File: src/rtl/gray_seq_pkg.sv
// Shared types and helpers for the gray-code sequencer and its datapath.
// The datapath consumers also use bin2gray, so it stays width-agnostic.
package gray_seq_pkg;

    localparam int DEF_WIDTH  = 4;
    localparam int GRAY_MAX_W = 32;

    typedef enum logic [1:0] {
        IDLE = 2'd0,
        RUN  = 2'd1,
        DONE = 2'd2
    } state_t;

    // Callers cast the result down to their own width.
    function automatic logic [GRAY_MAX_W-1:0] bin2gray(input logic [GRAY_MAX_W-1:0] b);
        return b ^ (b >> 1);
    endfunction

endpackage

File: src/rtl/gray_seq_ctrl_if.sv
// Valid/ready code stream carrying a coherent binary/gray pair.
interface gray_seq_ctrl_if #(parameter int WIDTH = 4);

    logic             out_valid;
    logic             out_ready;
    logic [WIDTH-1:0] out_bin;
    logic [WIDTH-1:0] out_gray;

    modport master (output out_valid, output out_bin, output out_gray, input out_ready);
    modport slave  (input out_valid, input out_bin, input out_gray, output out_ready);

endinterface

File: src/rtl/gray_seq_step.sv
// Next-count logic: steps toward the end value, reloading the start value once it is reached.
module gray_seq_step #(
    parameter int WIDTH = 4
) (
    input  logic [WIDTH-1:0] count,
    input  logic [WIDTH-1:0] limit,
    input  logic             mode_dn,
    output logic [WIDTH-1:0] count_nxt,
    output logic             at_end
);

    always_comb begin
        at_end = mode_dn ? (count == '0) : (count == limit);
        if (at_end) begin
            count_nxt = mode_dn ? limit : '0;
        end else begin
            count_nxt = mode_dn ? (count - WIDTH'(1)) : (count + WIDTH'(1));
        end
    end

endmodule

File: src/rtl/gray_seq_ctrl.sv
// Sequencer walking a binary count between 0 and limit, presenting each
// step as a registered binary/gray pair on a valid/ready stream.
module gray_seq_ctrl
    import gray_seq_pkg::*;
#(
    parameter int WIDTH = DEF_WIDTH
) (
    input  logic             clk,
    input  logic             rst,
    input  logic             start,
    input  logic             stop,
    input  logic             mode_dn,
    input  logic             cont,
    input  logic [WIDTH-1:0] limit,
    output logic             busy,
    output logic             done,
    gray_seq_ctrl_if.master  stream
);

    state_t           state, state_d;
    logic             mode_q, cont_q;
    logic [WIDTH-1:0] limit_q;
    logic             load, adv;
    logic [WIDTH-1:0] count_d, step_nxt;
    logic             at_end;

    logic             vld_p1;
    logic [WIDTH-1:0] bin_p1, gray_p1;

    gray_seq_step #(.WIDTH(WIDTH)) u_step (
        .count     (bin_p1),
        .limit     (limit_q),
        .mode_dn   (mode_q),
        .count_nxt (step_nxt),
        .at_end    (at_end)
    );

    always_comb begin
        state_d = state;
        load    = 1'b0;
        adv     = 1'b0;
        case (state)
            IDLE: begin
                if (start && !stop) begin
                    state_d = RUN;
                    load    = 1'b1;
                end
            end
            RUN: begin
                // stop wins over a same-cycle handshake: the transfer happens but the count holds
                if (stop) begin
                    state_d = IDLE;
                end else if (vld_p1 && stream.out_ready) begin
                    if (at_end && !cont_q) state_d = DONE;
                    else                   adv     = 1'b1;
                end
            end
            DONE:    state_d = IDLE;
            default: state_d = IDLE;
        endcase

        count_d = bin_p1;
        if (load)     count_d = mode_dn ? limit : '0;
        else if (adv) count_d = step_nxt;
    end

    // p0 -> p1: state, config latches and the registered output pair
    always_ff @(posedge clk or negedge rst) begin
        if (!rst) begin
            state   <= IDLE;
            mode_q  <= 1'b0;
            cont_q  <= 1'b0;
            limit_q <= '0;
            bin_p1  <= '0;
            gray_p1 <= '0;
            vld_p1  <= 1'b0;
            busy    <= 1'b0;
            done    <= 1'b0;
        end else begin
            state   <= state_d;
            if (load) begin
                mode_q  <= mode_dn;
                cont_q  <= cont;
                limit_q <= limit;
            end
            bin_p1  <= count_d;
            gray_p1 <= WIDTH'(bin2gray(GRAY_MAX_W'(count_d)));
            vld_p1  <= (state_d == RUN);
            busy    <= (state_d == RUN);
            done    <= (state_d == DONE);
        end
    end

    assign stream.out_valid = vld_p1;
    assign stream.out_bin   = bin_p1;
    assign stream.out_gray  = gray_p1;

endmodule

File: src/flat_wrapper.sv
// flat-port wrapper written by rule: the top's interface ports become plain ports
module gray_seq_ctrl_flat import gray_seq_pkg::*;
#(
    parameter int WIDTH = DEF_WIDTH
)
  (clk, rst, start, stop, mode_dn, cont, limit, busy, done, stream_out_valid, stream_out_bin, stream_out_gray, stream_out_ready);
  gray_seq_ctrl_if #(.WIDTH(WIDTH)) stream_i ();
  input  logic clk;
  input  logic rst;
  input  logic start;
  input  logic stop;
  input  logic mode_dn;
  input  logic cont;
  input  logic [WIDTH-1:0] limit;
  output logic busy;
  output logic done;
  output wire logic [$bits(stream_i.out_valid)-1:0] stream_out_valid;
  output wire logic [$bits(stream_i.out_bin)-1:0] stream_out_bin;
  output wire logic [$bits(stream_i.out_gray)-1:0] stream_out_gray;
  input wire logic [$bits(stream_i.out_ready)-1:0] stream_out_ready;
  assign stream_out_valid = stream_i.out_valid;
  assign stream_out_bin = stream_i.out_bin;
  assign stream_out_gray = stream_i.out_gray;
  assign stream_i.out_ready = stream_out_ready;
  gray_seq_ctrl #(.WIDTH(WIDTH)) u_core (.clk(clk), .rst(rst), .start(start), .stop(stop), .mode_dn(mode_dn), .cont(cont), .limit(limit), .busy(busy), .done(done), .stream(stream_i));
endmodule
File: config.mk
export PLATFORM = sky130hd
export DESIGN_NAME = gray_seq_ctrl_flat
export DESIGN_NICKNAME = d
export VERILOG_FILES = /design/src/rtl/gray_seq_pkg.sv /design/src/rtl/gray_seq_ctrl_if.sv /design/src/rtl/gray_seq_step.sv /design/src/rtl/gray_seq_ctrl.sv /design/src/flat_wrapper.sv
export SDC_FILE = /design/constraint.sdc
export NUM_CORES = 1
export LEC_CHECK = 0
export CAP_MARGIN = 10
export CORE_AREA = 4 4 56 53
export DETAILED_ROUTE_END_ITERATION = 7
export DIE_AREA = 0 0 60 57
export GPL_ROUTABILITY_DRIVEN = 1
export PLACE_DENSITY = 0.69
export SLEW_MARGIN = 10
export SYNTH_ARGS = -nofsm -noshare
export SYNTH_HDL_FRONTEND = slang
export SYNTH_SLANG_ARGS = --single-unit
File: constraint.sdc
create_clock -name clk -period 2.43 [get_ports clk]
set_clock_uncertainty 0.15 [all_clocks]
set_input_delay 0.6075 -clock clk [delete_from_list [all_inputs] [get_ports clk]]
set_output_delay 0.6075 -clock clk [all_outputs]
set_load 0.005 [all_outputs]
==> reports/results.txt <==
Routed WL per cell: 14.1 microns
WP buf/inv: 1
period utilisation layout: 97.8%
Die W: 60 microns
measured slew at the worst slew-check pin: 337 ps
metal3 WL: 160 microns
min-delay src: u_core.cont_q
Post-synth EDFFs: 0
Mapped Area: 0.00105 sq mm
Crit Path Class: input pin to flip-flop
Power Density: 783 mW/mm^2
cells after synthesis: 115
Total GRT Usage: 15.7%
Yosys warning count: 0
Mean Syn Cell Area: 9.14 sq um
Worst path max stage delay: 510 ps
status: completed
Worst setup SP type: input pin
Worst R2R End: u_core.stream.out_gray[1]
vias in the first global route: 947
met2 WL: 1.27 mm
worst reg-to-reg path cell count: 6
GP Congestion: 0.930
Synth area leader: dfrtp_1
Detailed Route WL: 2.51 mm
Final Slew Violations: 0
starting density of the core: 44.1%
Final TNS setup: 0 ps
drt first-iter violations: 19
final setup fails: 0
Synth Register Bits: 17
Area Growth Syn to Fin: 35.8%
cell family with most CP delay: simple AND/OR/NAND/NOR gates
CTS tree: built
Top FF cell, synth: dfrtp_1
# clock sinks: 17
Reg2Reg Setup Slack: 90 ps
Tightest Hold Check Type: flip-flop to flip-flop
Final HPWL DP: 2.01 mm
fraction of the yosys area taken by sequential cells: 40.5%
Slew headroom: 77.6%
WHS Path Cells: 1
Max rail drop VDD: 498 uV
uppermost layer routed: met4
pin count of the biggest net entering global routing: 18
unrepaired setup endpoints after global routing: no
Max-Cap Viols: 0
Period minus WS final: 2380 ps
worst skew pair latency: 310 ps
Num CTS Buffers: 3
Worst-path clk slew: 110 ps
Hold Path Sink: u_core.state[1]
fmax: 421 MHz
Async S/R FF share, synth: 100%
cell breakdown of the critical path: dlygate4sd2_1 -> or3b_4 -> a311o_1 -> a31oi_1 -> or4b_4 -> o211ai_1 -> a31oi_1
placed insts: 173
routed vias: 982
TritonRoute pass-1 iters: 6
critical path endpoint category: flip-flop
share of layout cells above drive strength 1: 22.0%
Die Y: 57 microns
clock root buffer master: clkbuf_4
most frequent CP cell: a31oi_1
IO Port Bufs: 21
maximum clock insertion buffer count: 2
final antenna-violating net count: 0
initial antenna violation count: 0
post-synthesis net count: 129
Die ar.: 0.00342 sq mm
Post-route DRC: 0
H-tree levels: 1
Post-Layout Cell Count: 178
CP required: 2480 ps
first-pass GRT wire length: 4.12 mm
Reg-to-Reg Start: u_core.mode_q
slowest cell on the critical path: or4b_4
Fin. Hold Viols: 0
Yosys cell types: 41
grt total ovfl: 0
diode count: 0
Final nets: 165
Worst path depth: 7
CP Data Arrival Time: 2430 ps
vias per std cell: 5.52
row cnt: 17
top post-synthesis cells by area: dfrtp_1, nand2_1, xor2_1
met1 wire length: 1.06 mm
Yosys top cell area share: 40.5%
total chip power: 1.12 mW
P_leak: 0.650 nW
Ports: 22
core region area: 0.00238 sq mm
crit-path max FO: 3
## layer usage
| metal | vias to the layer above | global-route usage [%] |
|---|---|---|
| met4 | 0 | 5.38 |
| met2 | 31 | 26.4 |
| met1 | 466 | 19.2 |
| met3 | 4 | 4.30 |
| met5 | - | 0 |
| li1 | 481 | - |
## area by class of cell
class / instances / area, sq um
inverters: 2 / 7.51
well taps: 28 / 35.0
flip-flops and latches: 17 / 428
clock inverters: 1 / 7.51
multi-input cells: 89 / 591
repair buffers: 38 / 337
clock buffers: 3 / 22.5
fillers: 223 / 955
## power by group
group	total, mW	switching (mW)	internal (mW)
clock	0.163	0.0999	0.0629
sequential	0.409	0.0625	0.347
combinational	0.546	0.255	0.292
## cell usage in the layout (no fill, tap or decap), drive strengths merged, types with 2 or more instances in the layout
cell type and n:
a31oi 2, or4b 2, buf 17, dfrtp 17, nor3 3, nand3 6, a21o 3, nand2 23
nor4 2, o211ai 4, or3b 3, xor2 6, ha 2, xnor2 2, a21oi 5, inv 2
nor2 4, o21ai 5, clkdlybuf4s50 20, clkbuf 3
## state kept, by name, summed over array words and instances (netlist names)
| signal | count |
|---|---|
| u_core.busy | 1 |
| u_core.mode_q | 1 |
| u_core.cont_q | 1 |
| u_core.stream.out_gray | 3 |
| u_core.done | 1 |
| u_core.state | 2 |
| u_core.stream.out_bin | 4 |
| u_core.limit_q | 4 |
## cell usage after synthesis (2+ instances only)
| cell | number |
|---|---|
| a21o_1 | 3 |
| a21oi_1 | 5 |
| a31oi_1 | 2 |
| buf_2 | 2 |
| buf_4 | 2 |
| clkbuf_1 | 3 |
| dfrtp_1 | 17 |
| ha_1 | 2 |
| inv_1 | 2 |
| nand2_1 | 23 |
| nand3_1 | 6 |
| nor2_1 | 4 |
| nor3_1 | 2 |
| nor4_1 | 2 |
| o211ai_1 | 4 |
| o21ai_0 | 5 |
| xnor2_1 | 2 |
| xor2_1 | 6 |
## what timing repair did
item,CTS,global route
gates cloned,0,0
buffers inserted,1,0
hold buffers,0,0
setup endpoints to repair,4,3
resized for setup,1,4
pin swaps,2,1
## worst max-delay path by stage
stage,from,end,slack (ps)
6_report,stop,u_core.stream.out_gray[2],50
5_1_grt,stop,u_core.stream.out_gray[2],0.3
4_1_cts,stop,u_core.stream.out_gray[1],20
3_5_place_dp,stop,u_core.stream.out_gray[2],-560
3_3_place_gp,stop,u_core.stream.out_gray[2],-470
2_1_floorplan,stop,u_core.stream.out_gray[2],10
## stage by stage
stage               hold WS, ps  cell area [sq um]  util, %  setup slack [ps]
global route                374               1430     59.9             0.265
detailed placement          341               1380     57.9              -558
CTS                         354               1420     59.5              24.9
global placement            322               1380     57.9              -475
finish                      358               1430     59.9              54.4
floorplan                   162               1050        -              13.8
## cell families after synthesis
| group | Yosys count | synth area share, % |
|---|---|---|
| buffers and inverters | 9 | 4.17 |
| AOI/OAI and AO/OA | 27 | 17.5 |
| and+or+nand+nor | 50 | 25.8 |
| adders and majority gates | 3 | 4.29 |
| DFF | 17 | 40.5 |
| muxes | 1 | 1.07 |
| xor gates and xnor gates | 8 | 6.67 |
Power figures use the tool's default switching activity.
